[config.mk]
export PLATFORM = sky130hd
export DESIGN_NAME = hazard_unit
export DESIGN_NICKNAME = d
export VERILOG_FILES = /design/src/rtl/hazard_pkg.sv /design/src/rtl/hazard_scoreboard.sv /design/src/rtl/hazard_unit.sv
export SDC_FILE = /design/constraint.sdc
export NUM_CORES = 1
export LEC_CHECK = 0
export CORE_MARGIN = 3
export CORE_UTILIZATION = 60
export DETAILED_ROUTE_END_ITERATION = 16
export GPL_TIMING_DRIVEN = 0
export HOLD_SLACK_MARGIN = 0.06
export MAX_ROUTING_LAYER = met4
export PLACE_DENSITY = 0.81
export SLEW_MARGIN = 20
export SYNTH_ARGS = -nofsm -noshare
export SYNTH_HDL_FRONTEND = slang
export SYNTH_SLANG_ARGS = --single-unit
[constraint.sdc]
create_clock -name clk -period 5.34 [get_ports clk]
set_input_delay 1.335 -clock clk [delete_from_list [all_inputs] [get_ports clk]]
set_output_delay 1.335 -clock clk [all_outputs]
set_load 0.1 [all_outputs]
[src/rtl/hazard_pkg.sv]
// Shared types and default latencies for the ID-stage hazard controller.
// Producer latency is counted in cycles until the result is forwardable to ID.
package hazard_pkg;

    localparam int NUM_REGS_DEF = 32;
    localparam int MAX_LAT_DEF  = 4;
    localparam int LAT_W_DEF    = $clog2(MAX_LAT_DEF + 1);

    typedef logic [LAT_W_DEF-1:0] lat_t;

    typedef enum logic [2:0] {
        HZ_RESET,
        HZ_FREEZE,
        HZ_REDIRECT,
        HZ_STALL,
        HZ_RUN
    } hz_mode_e;

    localparam lat_t LAT_ALU  = lat_t'(0);
    localparam lat_t LAT_LOAD = lat_t'(1);
    localparam lat_t LAT_MUL  = lat_t'(2);
    localparam lat_t LAT_DIV  = lat_t'(MAX_LAT_DEF);

endpackage

[src/rtl/hazard_scoreboard.sv]
// Per-register countdown of cycles until a pending result can be forwarded.
// Entry 0 is never loaded, so x0 can never appear busy.
module hazard_scoreboard
    import hazard_pkg::*;
#(
    parameter int NUM_REGS = NUM_REGS_DEF,
    parameter int REG_AW   = $clog2(NUM_REGS),
    parameter int MAX_LAT  = MAX_LAT_DEF,
    parameter int LAT_W    = $clog2(MAX_LAT + 1)
) (
    input  logic              clk,
    input  logic              reset_n,
    input  logic              advance,
    input  logic              load_en,
    input  logic [REG_AW-1:0] load_addr,
    input  logic [LAT_W-1:0]  load_lat,
    input  logic [REG_AW-1:0] rd_addr_a,
    input  logic [REG_AW-1:0] rd_addr_b,
    output logic              busy_a,
    output logic              busy_b
);

    logic [LAT_W-1:0] cnt [NUM_REGS];
    logic [LAT_W-1:0] load_val;

    always_comb begin
        load_val = load_lat;
        if (load_lat > LAT_W'(MAX_LAT)) begin
            load_val = LAT_W'(MAX_LAT);
        end
    end

    // A fresh load replaces the decrement of its entry, so the newest producer wins.
    always_ff @(posedge clk) begin
        if (!reset_n) begin
            for (int r = 0; r < NUM_REGS; r++) begin
                cnt[r] <= '0;
            end
        end else if (advance) begin
            cnt[0] <= '0;
            for (int r = 1; r < NUM_REGS; r++) begin
                if (load_en && (load_addr == REG_AW'(r))) begin
                    cnt[r] <= load_val;
                end else if (cnt[r] != '0) begin
                    cnt[r] <= cnt[r] - LAT_W'(1);
                end
            end
        end
    end

    always_comb begin
        busy_a = (rd_addr_a != '0) && (cnt[rd_addr_a] != '0);
        busy_b = (rd_addr_b != '0) && (cnt[rd_addr_b] != '0);
    end

endmodule

[src/rtl/hazard_unit.sv]
// ID-stage hazard controller: picks one pipeline mode per cycle, drives stage
// enables/flushes, and counts hazard-stall cycles.
module hazard_unit
    import hazard_pkg::*;
#(
    parameter int NUM_REGS = NUM_REGS_DEF,
    parameter int REG_AW   = $clog2(NUM_REGS),
    parameter int MAX_LAT  = MAX_LAT_DEF,
    parameter int LAT_W    = $clog2(MAX_LAT + 1),
    parameter int CNT_W    = 32
) (
    input  logic              clk,
    input  logic              reset_n,
    input  logic              id_valid,
    input  logic [REG_AW-1:0] rs1_id,
    input  logic [REG_AW-1:0] rs2_id,
    input  logic              rs1_used,
    input  logic              rs2_used,
    input  logic [REG_AW-1:0] rd_id,
    input  logic              rd_we,
    input  logic [LAT_W-1:0]  issue_lat,
    input  logic              mem_stall,
    input  logic              redirect,
    input  logic              stall_cnt_clr,
    output logic              pc_write,
    output logic              if_id_write,
    output logic              id_ex_write,
    output logic              if_id_flush,
    output logic              id_ex_flush,
    output logic              hazard,
    output logic [CNT_W-1:0]  stall_cnt
);

    hz_mode_e mode;
    logic     busy_rs1;
    logic     busy_rs2;
    logic     hazard_raw;
    logic     advance;
    logic     issue;
    logic     load_en;

    hazard_scoreboard #(
        .NUM_REGS (NUM_REGS),
        .REG_AW   (REG_AW),
        .MAX_LAT  (MAX_LAT),
        .LAT_W    (LAT_W)
    ) u_scoreboard (
        .clk       (clk),
        .reset_n   (reset_n),
        .advance   (advance),
        .load_en   (load_en),
        .load_addr (rd_id),
        .load_lat  (issue_lat),
        .rd_addr_a (rs1_id),
        .rd_addr_b (rs2_id),
        .busy_a    (busy_rs1),
        .busy_b    (busy_rs2)
    );

    always_comb begin
        hazard_raw = id_valid && ((rs1_used && busy_rs1) || (rs2_used && busy_rs2));
        hazard     = reset_n && hazard_raw;
    end

    // A frozen EX keeps redirect asserted, so freeze must outrank redirect.
    always_comb begin
        mode = HZ_RUN;
        if (!reset_n) begin
            mode = HZ_RESET;
        end else if (mem_stall) begin
            mode = HZ_FREEZE;
        end else if (redirect) begin
            mode = HZ_REDIRECT;
        end else if (hazard_raw) begin
            mode = HZ_STALL;
        end
    end

    always_comb begin
        pc_write    = 1'b0;
        if_id_write = 1'b0;
        id_ex_write = 1'b0;
        if_id_flush = 1'b0;
        id_ex_flush = 1'b0;
        case (mode)
            HZ_RESET: begin
                if_id_flush = 1'b1;
                id_ex_flush = 1'b1;
            end
            HZ_FREEZE: begin
            end
            HZ_REDIRECT: begin
                pc_write    = 1'b1;
                if_id_write = 1'b1;
                id_ex_write = 1'b1;
                if_id_flush = 1'b1;
                id_ex_flush = 1'b1;
            end
            HZ_STALL: begin
                id_ex_write = 1'b1;
                id_ex_flush = 1'b1;
            end
            HZ_RUN: begin
                pc_write    = 1'b1;
                if_id_write = 1'b1;
                id_ex_write = 1'b1;
            end
            default: begin
            end
        endcase
    end

    always_comb begin
        advance = (mode != HZ_FREEZE) && (mode != HZ_RESET);
        issue   = id_valid && (mode == HZ_RUN);
        load_en = issue && rd_we && (rd_id != '0);
    end

    // Clear beats a same-cycle increment; the count saturates instead of wrapping.
    always_ff @(posedge clk) begin
        if (!reset_n) begin
            stall_cnt <= '0;
        end else if (mode != HZ_FREEZE) begin
            if (stall_cnt_clr) begin
                stall_cnt <= '0;
            end else if ((mode == HZ_STALL) && (stall_cnt != '1)) begin
                stall_cnt <= stall_cnt + CNT_W'(1);
            end
        end
    end

endmodule

== Word-level counts from Yosys, hierarchy flattened ==
Memory sizes are Yosys's and may differ from the RTL's.
Cells that the tools add are included.

* Bits in registers: 32
* Bits in writable memories: 96
* Input bits: 27
* Output and inout port bits: 38
* Word-level logic and storage cells: 578
* Memories: 1

{| class="wikitable"
|+ Memories
! name !! depth !! bits a word !! read ports !! clocked after memory_dff !! write ports !! RTL line !! RTL
|-
| u_scoreboard.cnt || 32 || 3 || 33 || 0 || 32 || hazard_scoreboard.sv:23 || <nowiki>logic [LAT_W-1:0] cnt [NUM_REGS];</nowiki>
|}

* $add $sub $neg: 32
* $lt $le $gt $ge: 1
* Equality and inequality tests: 36
* Muxes and demuxes: 357
* Bitwise gates (word level): 63
* Reductions and logical operators: 87

{| class="wikitable"
|+ Operators by type and width
! cell !! number
|-
| $mux 1 || 287
|-
| $mux 3 || 68
|-
| $reduce_bool 3->1 || 34
|-
| $sub 3x1->3 const B || 31
|-
| $eq 5x5->1 const B || 16
|-
| $mux 32 || 2
|-
| $or 1x1->1 || 63
|-
| $logic_and 1x1->1 || 42
|-
| $eq 5x4->1 const B || 8
|-
| $add 32x1->32 const B || 1
|-
| $ne 32x32->1 const B || 1
|-
| $eq 5x3->1 const B || 4
|-
| $reduce_bool 5->1 || 3
|-
| $eq 5x2->1 const B || 2
|-
| $eq 3x2->1 const B || 2
|-
| $reduce_or 3->1 || 2
|-
| $eq 5x1->1 const B || 1
|-
| $reduce_or 2->1 || 2
|-
| $eq 3x3->1 const B || 1
|-
| $gt 3x3->1 const B || 1
|-
| $logic_not 3->1 || 1
|-
| $ne 3x1->1 const B || 1
|-
| $reduce_and 2->1 || 1
|-
| $reduce_bool 2->1 || 1
|-
| $logic_or 1x1->1 || 1
|}

== Depth between registers and ports, before layout ==
Gate-level depths: netlist of run 1.
An unclocked memory read counts as a cell.

* Depth in word-level cells: 21
* Gate-level depth with buffers: 13
* Depth with buffers taken out: 9

== Hierarchy ==
A second synthesis of run 1 with hierarchy kept.

* Cell total of the unflattened synthesis: 1,062
* Area total of the unflattened synthesis: 9,223.8 um^2

{| class="wikitable"
|+ By module, submodules not included
! module !! times used !! cells each !! area each (um^2)
|-
| hazard_scoreboard || 1 || 836 || 7,367.1
|-
| hazard_unit || 1 || 226 || 1,856.8
|}

== Least setup slack after synthesis of run 1 ==
Ideal clock, no wire load.

* Path kind: in2out
* Start: input rs1_id[1]
* End: output pc_write
* Data arrival time: 5.168 ns
* Setup slack: -1.163 ns
* Stages: 11
* Cells stage by stage: buf_4 > clkbuf_1 > o211ai_1 > o31ai_1 > nor4_1 > nor4_1 > or4b_1 > buf_6 > clkbuf_1 > a31oi_1 > buf_4

* Longest elaborated chain between the ends: 13
* Elaborated cells on any way between the ends: 15
* Those cells by class: eq/ne: 2; mux: 5; reduce/logical: 7; memory: 1

{| class="wikitable"
|+ Ends and longest elaborated chain
! item !! RTL line !! RTL
|-
| start, declared || hazard_unit.sv:15 || <nowiki>input logic [REG_AW-1:0] rs1_id,</nowiki>
|-
| $mem_v2 32x3 || -- ||
|-
| $reduce_bool 3->1 || hazard_scoreboard.sv:52 || <nowiki>busy_a = (rd_addr_a != '0) && (cnt[rd_addr_a] != '0);</nowiki>
|-
| $logic_and 1x1->1 * || hazard_scoreboard.sv:52 ||
|-
| $logic_and 1x1->1 * || hazard_unit.sv:61 || <nowiki>hazard_raw = id_valid && ((rs1_used && busy_rs1) || (rs2_used && busy_rs2));</nowiki>
|-
| $logic_or 1x1->1 * || hazard_unit.sv:61 ||
|-
| $logic_and 1x1->1 * || hazard_unit.sv:61 ||
|-
| $mux 3 * || hazard_unit.sv:74 || <nowiki>end else if (hazard_raw) begin</nowiki>
|-
| $mux 3 * || hazard_unit.sv:72 || <nowiki>end else if (redirect) begin</nowiki>
|-
| $mux 3 * || hazard_unit.sv:70 || <nowiki>end else if (mem_stall) begin</nowiki>
|-
| $mux 3 * || hazard_unit.sv:68 || <nowiki>if (!reset_n) begin</nowiki>
|-
| $eq 3x3->1 or $eq 3x2->1 (tied branches) || -- ||
|-
| $reduce_or 2->1 (no source line) * || -- ||
|-
| $mux 1 * || -- ||
|-
| end, declared || hazard_unit.sv:25 || <nowiki>output logic pc_write,</nowiki>
|}

Every way passes the cells marked *; elsewhere a longest branch is shown, timed or not.

== Worst setup path after layout of run 1 ==
* Start: input rs1_id[0]
* End: output pc_write

* Longest elaborated chain between the ends: 13
* Elaborated cells on any way between the ends: 15
* Those cells by class: eq/ne: 2; mux: 5; reduce/logical: 7; memory: 1

{| class="wikitable"
|+ Ends and longest elaborated chain
! item !! RTL line !! RTL
|-
| $mem_v2 32x3 || -- ||
|-
| $reduce_bool 3->1 || hazard_scoreboard.sv:52 ||
|-
| $logic_and 1x1->1 * || hazard_scoreboard.sv:52 ||
|-
| $logic_and 1x1->1 * || hazard_unit.sv:61 ||
|-
| $logic_or 1x1->1 * || hazard_unit.sv:61 ||
|-
| $logic_and 1x1->1 * || hazard_unit.sv:61 ||
|-
| $mux 3 * || hazard_unit.sv:74 ||
|-
| $mux 3 * || hazard_unit.sv:72 ||
|-
| $mux 3 * || hazard_unit.sv:70 ||
|-
| $mux 3 * || hazard_unit.sv:68 ||
|-
| $eq 3x3->1 or $eq 3x2->1 (tied branches) || hazard_unit.sv:85 || <nowiki>case (mode)</nowiki>
|-
| $reduce_or 2->1 (no source line) * || -- ||
|-
| $mux 1 * || hazard_unit.sv:85 ||
|}

Marks and branches as above.

==> results of run 1 <==
[cells in the mapped netlist, types with 4 or more instances]
| library cell | number | area, um2 |
|---|---|---|
| mux2_1 | 7 | 78.8 |
| edfxtp_1 | 93 | 2790 |
| or3_1 | 7 | 43.8 |
| buf_2 | 5 | 25.0 |
| mux2_2 | 70 | 788 |
| nor2b_1 | 23 | 144 |
| xor2_1 | 14 | 123 |
| o211ai_1 | 7 | 52.6 |
| nand4_1 | 11 | 68.8 |
| a21oi_1 | 46 | 230 |
| nand2b_1 | 40 | 250 |
| and2_1 | 4 | 25.0 |
| dfxtp_1 | 32 | 641 |
| nand2_1 | 78 | 293 |
| a31oi_1 | 23 | 144 |
| o22ai_1 | 5 | 31.3 |
| o21ai_1 | 5 | 25.0 |
| nand3b_1 | 5 | 37.5 |
| mux2i_1 | 36 | 360 |
| clkbuf_1 | 35 | 131 |
| nor2_1 | 120 | 450 |
| nor3_1 | 26 | 130 |
| buf_4 | 6 | 45.0 |
| ha_1 | 63 | 788 |
| a211oi_1 | 5 | 37.5 |
| or4_1 | 29 | 218 |
| nor4_1 | 12 | 75.1 |
| o31ai_1 | 26 | 195 |
| o21ai_0 | 19 | 95.1 |
| inv_1 | 74 | 278 |
| o21bai_1 | 11 | 82.6 |
| and3_1 | 5 | 31.3 |
| nand3_1 | 21 | 105 |
| a22oi_1 | 4 | 30.0 |
[cell families (layout without fill, tap and decap cells)]
| kind of cell | Yosys count | after routing |
|---|---|---|
| and+or+nand+nor | 395 | 395 |
| AOI/OAI and AO/OA | 170 | 170 |
| xor gates and xnor gates | 14 | 14 |
| adders and majority gates | 63 | 63 |
| buffers and inverters | 126 | 222 |
| muxes | 114 | 114 |
| DFF | 125 | 125 |
[state kept, by name (all words and copies together), names as in the netlist]
name              cells
stall_cnt            32
u_scoreboard.cnt     93
[what timing repair did]
item | 4_1_cts | 5_1_grt
resized for setup | 37 | 13
cloned | 0 | 1
setup endpoints to repair | 6 | 5
buffers inserted | 0 | 3
pin swaps | 0 | 1
[final timing paths]
| kind | startpoint | to | slack (ns) | cells past startpoint |
|---|---|---|---|---|
| worst min register to register | stall_cnt[3]$_SDFFE_PN0P_ | stall_cnt[3]$_SDFFE_PN0P_ | 0.49 | 2 |
| worst max-delay path | rs1_id[0] | pc_write | 0.10 | 11 |
| worst max register to register | u_scoreboard.cnt[21][0]$_SDFFCE_PN0P_ | u_scoreboard.cnt[31][0]$_SDFFCE_PN0P_ | 1.38 | 10 |
| worst min-delay path | stall_cnt[3]$_SDFFE_PN0P_ | stall_cnt[3]$_SDFFE_PN0P_ | 0.49 | 2 |
[power breakdown]
part	internal [W]	total, W	switching (W)
sequential	0.00117	0.00126	0.0000889
clock	0.000723	0.00115	0.000424
combinational	0.000304	0.000731	0.000427
total	0.00220	0.00314	0.000939
[stage by stage]
stage | power [W] | util | hold WS, ns
6_report | 0.00314 | 0.730 | 0.490
5_1_grt | 0.00327 | 0.730 | 0.534
4_1_cts | 0.00312 | 0.724 | 0.491
3_5_place_dp | 0.00198 | 0.683 | 0.476
3_3_place_gp | 0.00195 | 0.683 | 0.478
2_1_floorplan | 0.00178 | - | 0.661
[worst max-delay path, delay by kind of cell]
kind,cells,cell delay [ns]
buffers and inverters,5,1.02
AND/OR/NAND/NOR,3,0.97
AO/OA/AOI/OAI,2,0.35
multiplexers,1,0.20
[cell type report]
| type | count | area (um2) |
|---|---|---|
| Fill cell | 1110 | 4000 |
| Clock buffer | 29 | 573 |
| Inverter | 76 | 289 |
| Timing Repair Buffer | 65 | 658 |
| Tap cell | 184 | 230 |
| Buffer | 49 | 251 |
| Clock inverter | 3 | 18.8 |
| Sequential cell | 125 | 3430 |
| Multi-Input combinational cell | 756 | 5350 |
[metal layers]
layer / GRT usage / share of wire / vias up
li1: - / - / 3813
met1: 0.399 / 0.41 / 3832
met2: 0.490 / 0.47 / 441
met3: 0.0696 / 0.10 / 65
met4: 0.109 / 0.026 / 0
met5: - / 0 / -
==> results.md, run 1 <==
* Nets at 1180
* Asr flop ratio synth at 0
* CP arrival at 3.90 ns
* Vias in the first global route at 7799
* GRT Overall Usage at 0.312
* CP Max Fanout at 15
* Synth Cell Area at between 9000 and 10000 um2
* Die width at roughly 130 um
* Worst rel slew slack at 0.334
* Share of cells above drive strength 1 at 0.130
* Layout area overhead at 16.7%
* Placed cell area at 10100 um2
* H-tree depth at 4
* DRC viols at 0
* Setup_tns at 0 ns
* Final setup violation count at 0
* Synth Warn # at 0
* Hold_buf cts at 0
* Clock slew at reported path FFs at 0.05 ns
* GRT overflow at 0
* Core Area at roughly 15000 um2
* Worst-Skew Late Latency at 0.43 ns
* EDFF count, synth at 93
* Num CTS Buffers at 17
* Max-cap violations at 0
* Pwr Density at 291 nW/um2
* Max-slew violation count at 0
* First-pass GRT wire length at 39.8 mm
* Clock Tree Buf Depth at 2
* Cell variety after synth at slightly above 60
* Top Ports at 65
* Worst-Margin Slew at 0.996 ns
* Most common cell after layout, fill and taps aside: nor2_1
* Synth Flop Type: edfxtp_1
* Diode count at 0
* Worst setup SP type: input pin
* CP max stage cell: or4b_4
* Initial DRT Pass Iterations at 5
* Routed wire per std cell at 19.5 um
* Post-Layout Cell Count at 1287
* Port buffer count at 61
* Outcome: complete, no violations
* Routed WL at 25.1 mm
* CTS tree: yes
* DP Worst Slack at -1.34 ns
* Most frequent cells in the layout: 119 x nor2_1, 93 x edfxtp_1, 78 x nand2_1, 73 x inv_1, 70 x mux2_2
* Largest net degree at the start of global routing at 17
* Initial antenna violation count at 0
* Clock Sinks at 125
* Min Clock Period, post-route at 5.24 ns
* Drt initial violations at 990
* Adder-Cell Fraction of Synth Area at 0.0851
* Critical path endpoint category: output pin
* Xor/xnor share of the synthesized area at 0.0132
* Final hold violations at 0
* ANT nets after route at 0
* Initial Utilization at 0.625
* DP Cell Count at 1252
* Setup WS post-layout at 0.101 ns
* Final instance area at 10800 um2
* Simple-gate share of the synthesized area at 0.221
* Post-DP HPWL at between 15 and 20 mm
* Clock tree root buffer cell: clkbuf_16
* Via density per instance at 6.33
* Min-delay worst type: register to register
* Crit share post-route at 0.981
* CP required at 4.01 ns
* Max Fclk at between 0.15 and 0.2 GHz
* Critical path class: input pin to output pin
* Mean post-synth cell area at 9.19 um2
* GPL Wtd Cong at 0.952
* Critical path, cell by cell: dlygate4sd2_1 > buf_6 > mux2i_1 > o22ai_1 > nor4_1 > nor4_1 > or4b_4 > buf_6 > a31oi_4 > buf_4 > buf_12
* Pleak at 4.23 nW
* Compound-cell area share of the yosys netlist at 0.118
* Total number of vias at 8151
* Fin Clk Skew at ~0.0079 ns
* Syn Nets at between 1000 and 1500
* Peak supply drop at 0.224 mV
* DIE HEIGHT at between 100 and 150 um
* Seq/Total Area, Yosys at 0.371
* #FFs+latches synth at between 100 and 150
* Site row count at 44
* Multiplexer area fraction after synthesis at 0.135
* Synthesized instance count at between 1000 and 1500
* CP max stage delay at 0.55 ns
* Die Area at 17000 um2
* Main combinational cell family by area after synthesis: simple AND/OR/NAND/NOR gates
Power figures use the tool's default switching activity.
==> inputs of run 2 (changes only) <==
==> constraint.sdc (replaced) <==
create_clock -name clk -period 5.54 [get_ports clk]
set_input_delay 1.385 -clock clk [delete_from_list [all_inputs] [get_ports clk]]
set_output_delay 1.385 -clock clk [all_outputs]
set_load 0.1 [all_outputs]
==> run 2 against run 1 <==
  * Power down 3.7%
  * Flip-flop and latch count unchanged
  * Clock power decreased by 3%
  * Clock skew grew 0.0018 ns
  * Non-clock buffer count decreased by 4
  * Wire length is 0.64% lower
  * Global-route usage about the same
  * First-iteration DRC count shrank 11%
  * Critical path type unchanged
  * Largest power group unchanged
==> results.md, run 2 (same netlist as run 1, synthesis figures left out) <==
* ANT nets after route at 0
* Drt initial violations at 881
* CP arrival at between 4 and 5 ns
* DIE HEIGHT at about 130 um
* RSZ-0062 raised after global routing: false
* Worst-Skew Late Latency at 0.43 ns
* Final setup violation count at 0
* Largest net degree at the start of global routing at 17
* Clock tree root buffer cell: clkbuf_16
* CP Max Fanout at 15
* Layout area overhead at 16.1%
* Die Area at 17000 um2
* Hold_buf cts at 0
* Most common cell after layout, fill and taps aside: nor2_1
* Vias in the first global route at ~8000
* Final hold violations at 0
* Worst-Margin Slew at between 1 and 1.5 ns
* Setup WS post-layout at 0.0952 ns
* Post-DP HPWL at 17.9 mm
* Critical path endpoint category: output pin
* Min Clock Period, post-route at 5.44 ns
* Pwr Density at 281 nW/um2
* DP Cell Count at roughly 1300
* Hold endpoint: stall_cnt[3]$_SDFFE_PN0P_
* Clock slew at reported path FFs at 0.05 ns
* Min Hold Slack at roughly 0.49 ns
* R2R cell count at 10
* Clock Sinks at approximately 130
* Max-cap violations at 0
* Max-slew violation count at 0
* Reg area at 3430 um2
* Worst rel slew slack at 0.330
* Max Fclk at 0.184 GHz
* Pleak at 4.20 nW
* Max FFs per register at 93
* Initial Utilization at 0.625
* Nets at 1176
* Core Util, Final at 0.726
* Largest reg by FF count: u_scoreboard.cnt
* Die width at 130 um
* Port buffer count at about 60
* WHS Path Cells at 2
* Setup_tns at 0 ns
* Post-Layout Cell Count at 1283
* Critical path class: input pin to output pin
* Hold path start: stall_cnt[3]$_SDFFE_PN0P_
* Initial antenna violation count at 0
* Fin Clk Skew at 0.00967 ns
* Initial DRT Pass Iterations at 5
* Num CTS Buffers at 17
* Outcome: complete, no violations
* Core Area at around 15000 um2
* Fillers at 1125
* Peak supply drop at 0.216 mV
* GPL Wtd Cong at 0.952
* Top flop regs: u_scoreboard.cnt (93), stall_cnt (32)
* Routed WL at 25.0 mm
* First-pass GRT wire length at 39.8 mm
* GRT Overall Usage at 0.311
* Multi-input combinational cell area at 5340 um2
* Clock Tree Buf Depth at 2
* Diode count at 0
* Site row count at 44
* Setup Fix Bufs, Post-CTS at 0
* CP required at around 4.2 ns
* Most frequent cells in the layout: 119 x nor2_1, 93 x edfxtp_1, 78 x nand2_1, 73 x inv_1, 70 x mux2_2
* DP Worst Slack at -1.24 ns
* Via density per instance at 6.33
* Routed wire per std cell at 19.5 um
* GRT overflow at 0
* Min-delay worst type: register to register
* Worst setup SP type: input pin
* Share of cells above drive strength 1 at 0.123
* H-tree depth at 4
* DRC viols at 0
* Total number of vias at 8123
* Top Ports at 65
* Reg2Reg Launch Point: u_scoreboard.cnt[21][0]$_SDFFCE_PN0P_
* Reg2reg end: u_scoreboard.cnt[19][2]$_SDFFCE_PN0P_
* CTS tree: yes
* Slack of the worst reg-to-reg path at 1.54 ns
* Crit share post-route at 0.983
==> run 2: per-layer routing <==
layer	global-route usage	routed length [um]
met5	-	0
met4	0.111	665
met3	0.0725	2300
met2	0.486	11600
met1	0.398	10400
==> run 2: area by class of cell <==
type | count | share of cell area
Inverter | 76 | 0.0269
Clock buffer | 29 | 0.0533
Clock inverter | 3 | 0.00175
Buffer | 49 | 0.0233
Timing Repair Buffer | 61 | 0.0576
Tap cell | 184 | 0.0214
Sequential cell | 125 | 0.319
Multi-Input combinational cell | 756 | 0.496
==> run 2: report_power, final <==
group | total (W) | leakage (nW) | internal [W] | switching (W)
logic | 0.000698 | 2.65 | 0.000289 | 0.000409
clock network | 0.00111 | 0.294 | 0.000698 | 0.000413
registers | 0.00121 | 1.25 | 0.00113 | 0.0000835
==> run 2: critical path, cell delays in order <==
cell	delay [ns]
clkdlybuf4s50_1	0.54
buf_6	0.18
clkinvlp_4	0.17
o41ai_2	0.23
a311o_1	0.23
o22ai_1	0.07
or4b_1	0.51
buf_6	0.20
a31oi_4	0.20
buf_4	0.32
==> run 2: repair_timing <==
item | CTS | global route
gates resized for setup | 30 | 12
cloned | 0 | 0
endpoints found under the setup margin | 5 | 5
pin swaps | 0 | 1
==> run 2: worst max-delay path by stage <==
stage | start | slack, ns | depth (start not counted) | to
final | rs2_id[0] | 0.1 | 10 | if_id_write
after global routing | rs2_id[0] | 0.002 | 10 | if_id_write
after CTS | rs2_id[1] | 0.03 | 11 | pc_write
after detailed placement | rs2_id[0] | -1.24 | 12 | pc_write
after global placement | rs2_id[0] | -1.28 | 12 | pc_write
after floorplan | rs1_id[1] | -0.03 | 11 | pc_write
==> run 2: through the flow <==
| step | instance area (um2) | power, W |
|---|---|---|
| floorplan | 9280 | 0.00172 |
| global placement | 10100 | 0.00188 |
| detailed placement | 10100 | 0.00191 |
| CTS | 10700 | 0.00301 |
| global route | 10700 | 0.00315 |
| finish | 10700 | 0.00302 |
==> inputs of run 3 (changes only) <==
--- a/config.mk
+++ b/config.mk
@@ -12,7 +12,6 @@
 export HOLD_SLACK_MARGIN = 0.06
 export MAX_ROUTING_LAYER = met4
 export PLACE_DENSITY = 0.81
-export SLEW_MARGIN = 20
 export SYNTH_ARGS = -nofsm -noshare
 export SYNTH_HDL_FRONTEND = slang
 export SYNTH_SLANG_ARGS = --single-unit
==> results of run 3 <==
The final DEF is identical to that of run 2; final timing and power are the same.
